**src/rtl/debounce_pkg.sv**
```systemverilog
// Shared types and helpers for the signal debouncer.
// The FSM state type uses a 2-bit encoding; clog2 sizes the stable counter.
package debounce_pkg;

  typedef enum logic [1:0] {
    StStableLo = 2'b00,
    StPendHi   = 2'b01,
    StStableHi = 2'b10,
    StPendLo   = 2'b11
  } deb_state_e;

  // Ceiling log2, for elaboration-time width calculation.
  function automatic int unsigned clog2(input int unsigned v);
    int unsigned r;
    r = 0;
    while ((64'(1) << r) < 64'(v)) begin
      r = r + 1;
    end
    return r;
  endfunction

endpackage

```
**src/rtl/debounce_evt_counter.sv**
```systemverilog
// Wrapping event counter with synchronous clear.
// A clear in the same cycle as an increment leaves the count at 1,
// so the coincident event is not lost.
module debounce_evt_counter #(
  parameter int unsigned W = 16
) (
  input  logic         clkB,
  input  logic         rst_n,
  input  logic         inc,
  input  logic         clr,
  output logic [W-1:0] count
);

  logic [W-1:0] count_q;
  logic [W-1:0] count_d;

  // Next count: clear has priority but still captures a coincident increment.
  always_comb begin
    count_d = count_q;
    if (clr) begin
      count_d = inc ? W'(1) : '0;
    end else if (inc) begin
      count_d = count_q + W'(1);
    end
  end

  // Count register with synchronous active-low reset.
  always_ff @(posedge clkB) begin
    if (!rst_n) begin
      count_q <= '0;
    end else begin
      count_q <= count_d;
    end
  end

  assign count = count_q;

endmodule

```
**src/rtl/signal_debounce_edge.sv**
```systemverilog
// Debounces an already-synchronised level and emits one-cycle edge pulses.
// A new level is accepted after STABLE_CYCLES consecutive differing samples;
// a matching sample during the pending window rejects the glitch.
// Optional rising-edge event counter: define SIGNAL_DEBOUNCE_EVT_COUNTER_EN.
module signal_debounce_edge
  import debounce_pkg::*;
#(
  parameter int unsigned STABLE_CYCLES = 16,
  parameter logic        INIT_LEVEL    = 1'b0,
  parameter int unsigned EVT_W         = 16
) (
  input  logic             clkB,
  input  logic             rst_n,
  input  logic             sig_in,
  output logic             level_out,
  output logic             rise_pulse,
  output logic             fall_pulse,
  input  logic             evt_clr,
  output logic [EVT_W-1:0] evt_count
);

  localparam int unsigned     CntW    = clog2(STABLE_CYCLES + 1);
  // Counter value seen on the edge that takes the final differing sample.
  localparam logic [CntW-1:0] CntLast = CntW'(STABLE_CYCLES - 1);

  deb_state_e      state_q;
  logic [CntW-1:0] cnt_q;
  logic            level_q;
  logic            rise_q;
  logic            fall_q;

  logic            differ;
  logic            accept;

  // Decide whether this edge's sample completes a qualified transition.
  always_comb begin
    differ = (sig_in != level_q);
    accept = 1'b0;
    case (state_q)
      StStableLo, StStableHi: accept = differ && (STABLE_CYCLES == 1);
      default:                accept = differ && (cnt_q == CntLast);
    endcase
  end

  // Debounce FSM with registered level and pulse outputs.
  always_ff @(posedge clkB) begin
    if (!rst_n) begin
      state_q <= INIT_LEVEL ? StStableHi : StStableLo;
      cnt_q   <= '0;
      level_q <= INIT_LEVEL;
      rise_q  <= 1'b0;
      fall_q  <= 1'b0;
    end else begin
      rise_q <= 1'b0;
      fall_q <= 1'b0;
      if (accept) begin
        level_q <= sig_in;
        rise_q  <= sig_in;
        fall_q  <= ~sig_in;
        cnt_q   <= '0;
        state_q <= sig_in ? StStableHi : StStableLo;
      end else begin
        unique case (state_q)
          StStableLo: begin
            if (differ) begin
              state_q <= StPendHi;
              cnt_q   <= CntW'(1);
            end
          end
          StStableHi: begin
            if (differ) begin
              state_q <= StPendLo;
              cnt_q   <= CntW'(1);
            end
          end
          StPendHi: begin
            if (differ) begin
              cnt_q <= cnt_q + CntW'(1);
            end else begin
              state_q <= StStableLo;
              cnt_q   <= '0;
            end
          end
          StPendLo: begin
            if (differ) begin
              cnt_q <= cnt_q + CntW'(1);
            end else begin
              state_q <= StStableHi;
              cnt_q   <= '0;
            end
          end
        endcase
      end
    end
  end

  assign level_out  = level_q;
  assign rise_pulse = rise_q;
  assign fall_pulse = fall_q;

`ifdef SIGNAL_DEBOUNCE_EVT_COUNTER_EN
  logic rise_evt;

  // Counts on the same edge that raises rise_pulse.
  assign rise_evt = accept & sig_in;

  debounce_evt_counter #(
    .W (EVT_W)
  ) u_evt_counter (
    .clkB  (clkB),
    .rst_n (rst_n),
    .inc   (rise_evt),
    .clr   (evt_clr),
    .count (evt_count)
  );
`else
  logic unused_evt_clr;

  assign unused_evt_clr = evt_clr;
  assign evt_count      = '0;
`endif

endmodule

```
**config.mk**
```make
export PLATFORM = sky130hd
export DESIGN_NAME = signal_debounce_edge
export DESIGN_NICKNAME = d
export VERILOG_FILES = /design/src/rtl/debounce_pkg.sv /design/src/rtl/debounce_evt_counter.sv /design/src/rtl/signal_debounce_edge.sv
export SDC_FILE = /design/constraint.sdc
export NUM_CORES = 1
export LEC_CHECK = 0
export CORE_MARGIN = 2
export CORE_UTILIZATION = 25
export CTS_CLUSTER_DIAMETER = 30
export CTS_CLUSTER_SIZE = 25
export DETAILED_ROUTE_END_ITERATION = 8
export DONT_BUFFER_PORTS = 1
export SLEW_MARGIN = 10
export SYNTH_ARGS = -nofsm -noshare
export SYNTH_HDL_FRONTEND = slang
export SYNTH_SLANG_ARGS = --single-unit
```
**constraint.sdc**
```tcl
create_clock -name clkB -period 3.6 [get_ports clkB]
set_clock_uncertainty 0.05 [all_clocks]
set_input_delay 0.18 -clock clkB [delete_from_list [all_inputs] [get_ports clkB]]
set_output_delay 0.18 -clock clkB [all_outputs]
set_load 0.1 [all_outputs]
```
==> impl_metrics.json <==
{
  "synth_flop_cell": "dfxtp_1",
  "design_area_sq_um": 576.8,
  "clock.fmax_ghz": 0.5653,
  "cap_viol_max_count": 0,
  "place_congestion": 0.7743,
  "clock-sinks": 9,
  "worst_path_most_repeated_cell": "ha_1",
  "ant_nets": 0,
  "start_kind": "flip-flop",
  "htreeDepth": 1,
  "num_vias": 389,
  "chipHeight_um": 50.93,
  "fin_tns_setup_ns": 0,
  "rsz0062_at_grt": "no",
  "drtIter0Drc": 3,
  "io_buffer_count": 0,
  "required_ns": 3.76,
  "critPathMaxFanout": 7,
  "routed_wl_um": 867,
  "internal_power_mw": 0.1482,
  "syn-cell-area_sq_um": 550.5,
  "antenna_found_initial": 0,
  "finalCriticalPeriod_ns": 1.769,
  "grt_pass1_wl_um": 1366,
  "power_frac_comb_pct": 31.3,
  "grt_max_degree": 13,
  "synth.most_common_cell": "buf_4",
  "fin_nets": 72,
  "drc": 0,
  "hpwl_um": 636.7,
  "worst_slew_pin_slew_ns": 0.9564,
  "async_flop_share_pct": 0,
  "seq_area_frac_synth_pct": 32.73,
  "antennaDiodeCount": 0,
  "critical_path_class": "reg -> reg",
  "start_util_pct": 27.23,
  "ioPinCount": 23,
  "synth-seq-cells": 9,
  "power_density_nw_per_um2": 457.7,
  "arrival_ns": 1.93,
  "cts_setup_buffers": 0,
  "hp-class": "in -> reg",
  "track_usage_pct": 7.460,
  "std_cell_rows": 16,
  "clock_path_buffers": 2,
  "coreArea_sq_um": 2022,
  "yosysWarnings": 0,
  "synth_common_cells": "buf_4 (16), dfxtp_1 (9), nor3b_1 (4)",
  "drv_slew": 0,
  "viasPerCell": 4.228,
  "synth_cells": 60,
  "path_cells": "ha_1 > and3_1 > ha_1 > nand2b_1 > nor4b_1 > o31a_1",
  "insertion_delay_ns": 0.26,
  "p_switching_mw": 0.1158,
  "syn_avg_cell_area_sq_um": 9.175,
  "irDropWorstVdd_mv": 0.2178,
  "power_frac_seq_pct": 39.5,
  "multi_input_area_sq_um": 294.0,
  "first_pass_iters": 3,
  "setup_slack_ns": 1.831,
  "cts-root-buf": "clkbuf_4",
  "pwr-share-clk_pct": 29.2,
  "numCtsBuffers": 3,
  "yosysUniqueCellTypes": 23,
  "wl_per_cell_um": 9.424,
  "leakagePower_nw": 0.2427,
  "post-route-period-util_pct": 49.14,
  "placed_cell_area_sq_um": 519.2,
  "sw_frac_of_total_pct": 43.88,
  "synth_largest_area_cell": "dfxtp_1",
  "drive_above_1_share_pct": 9.231,
  "status": "finished, final reports clean",
  "timing.slew.headroom_pct": 36.15,
  "n_fill_cell": 220,
  "grt_pass1_vias": 326,
  "slowest_stage": "dfxtp_1",
  "cp_slowest_stage_delay_ns": 0.34,
  "synth_edf_count": 0,
  "setup_viol": 0,
  "clk_pin_slew_ns": 0.07,
  "areaGrowthSynthToFinish_pct": 4.773,
  "dieArea_sq_um": 2593,
  "grt-ovfl-total": 0,
  "synth_area_leaders": "dfxtp_1 (33%), buf_4 (22%), nor3b_1 (5.5%)",
  "die_width_um": 50.93,
  "cp-end-kind": "flip-flop",
  "regArea_sq_um": 180.2,
  "hold_violations": 0,
  "place_ws_ns": 1.839,
  "yosys.area.top_type_share_pct": 32.73,
  "cts_tree": "yes"
}
## registers in the layout (all words and copies together) (netlist names)
name        flops
cnt_q           5
fall_pulse      1
level_out       1
rise_pulse      1
state_q         1
## placed cells by master, fill, tap and decap left out, drive strengths merged, types with 3 or more instances in the layout
master | synthesis | final
nand2 | 3 | 3
dlygate4sd3 | 0 | 3
dfxtp | 9 | 9
nor4b | 3 | 3
and3 | 3 | 3
nor3b | 4 | 4
clkbuf | 1 | 3
conb | 1 | 16
## cell type report
cell class	count	share of cell area [%]
multi-input combinational	47	50.98
sequential	9	31.24
timing repair buffer	4	6.508
tap	27	5.857
clock buffer	3	3.905
clock inverter	1	0.8677
inverter	1	0.6508
## power by group through the flow
| stage | Sequential [mW] | Combinational (mW) | Clock, mW |
|---|---|---|---|
| floorplan | 0.105 | 0.0942 | 0 |
| global placement | 0.106 | 0.0790 | 0 |
| detailed placement | 0.106 | 0.0791 | 0 |
| CTS | 0.104 | 0.0815 | 0.0797 |
| global route | 0.105 | 0.0845 | 0.0866 |
| finish | 0.104 | 0.0826 | 0.0771 |
## cell families (layout without fill, tap and decap cells)
logic type | Yosys count | count (layout) | synth area share (%)
DFF | 9 | 9 | 32.73
and+or+nand+nor | 19 | 19 | 21.59
other | 1 | 16 | 0.6812
buffers and inverters | 19 | 9 | 24.09
AOI/OAI and AO/OA | 6 | 6 | 8.408
muxes | 1 | 1 | 1.818
adders and majority gates | 2 | 2 | 4.545
xor gates and xnor gates | 3 | 3 | 6.138
## per-stage QoR
stage	std cells	util [%]	power [mW]	hold slack, ns
2_1_floorplan	75	-	0.1989	0.2061
4_1_cts	91	28.03	0.2653	0.005208
3_3_place_gp	85	25.68	0.1852	0.2151
6_report	92	28.53	0.2640	0.02508
3_5_place_dp	85	25.68	0.1856	0.2175
5_1_grt	92	28.53	0.2757	0.01356
## worst paths after layout
kind / start / cells past startpoint / slack, ns / end
max: cnt_q[0] / 6 / 1.83 / cnt_q[2]
max reg2reg: cnt_q[0] / 6 / 1.83 / cnt_q[2]
min reg2reg: cnt_q[0] / 1 / 0.53 / cnt_q[0]
min: rst_n / 1 / 0.03 / cnt_q[3]
## metal layers
| metal | global-route usage, % | vias up | part of all wire, % |
|---|---|---|---|
| met5 | 0 | - | 0 |
| met1 | 7.220 | 183 | 38 |
| met3 | 2.339 | 4 | 6.6 |
| met2 | 12.55 | 18 | 52 |
| met4 | 6.757 | 0 | 3.0 |
| li1 | - | 184 | - |
## critical path, delay by kind of cell, from the launching register on
family	cells	cell delay [ns]
AO/OA/AOI/OAI	1	0.16
adder cells (fa/ha/maj)	2	0.49
flip-flops	1	0.34
AND/OR/NAND/NOR	3	0.66
## timing repair
action	4_1_cts	5_1_grt
hold buffers	2	1
resized for setup	0	0
hold endpoints to repair	5	1
Power figures use the tool's default switching activity.
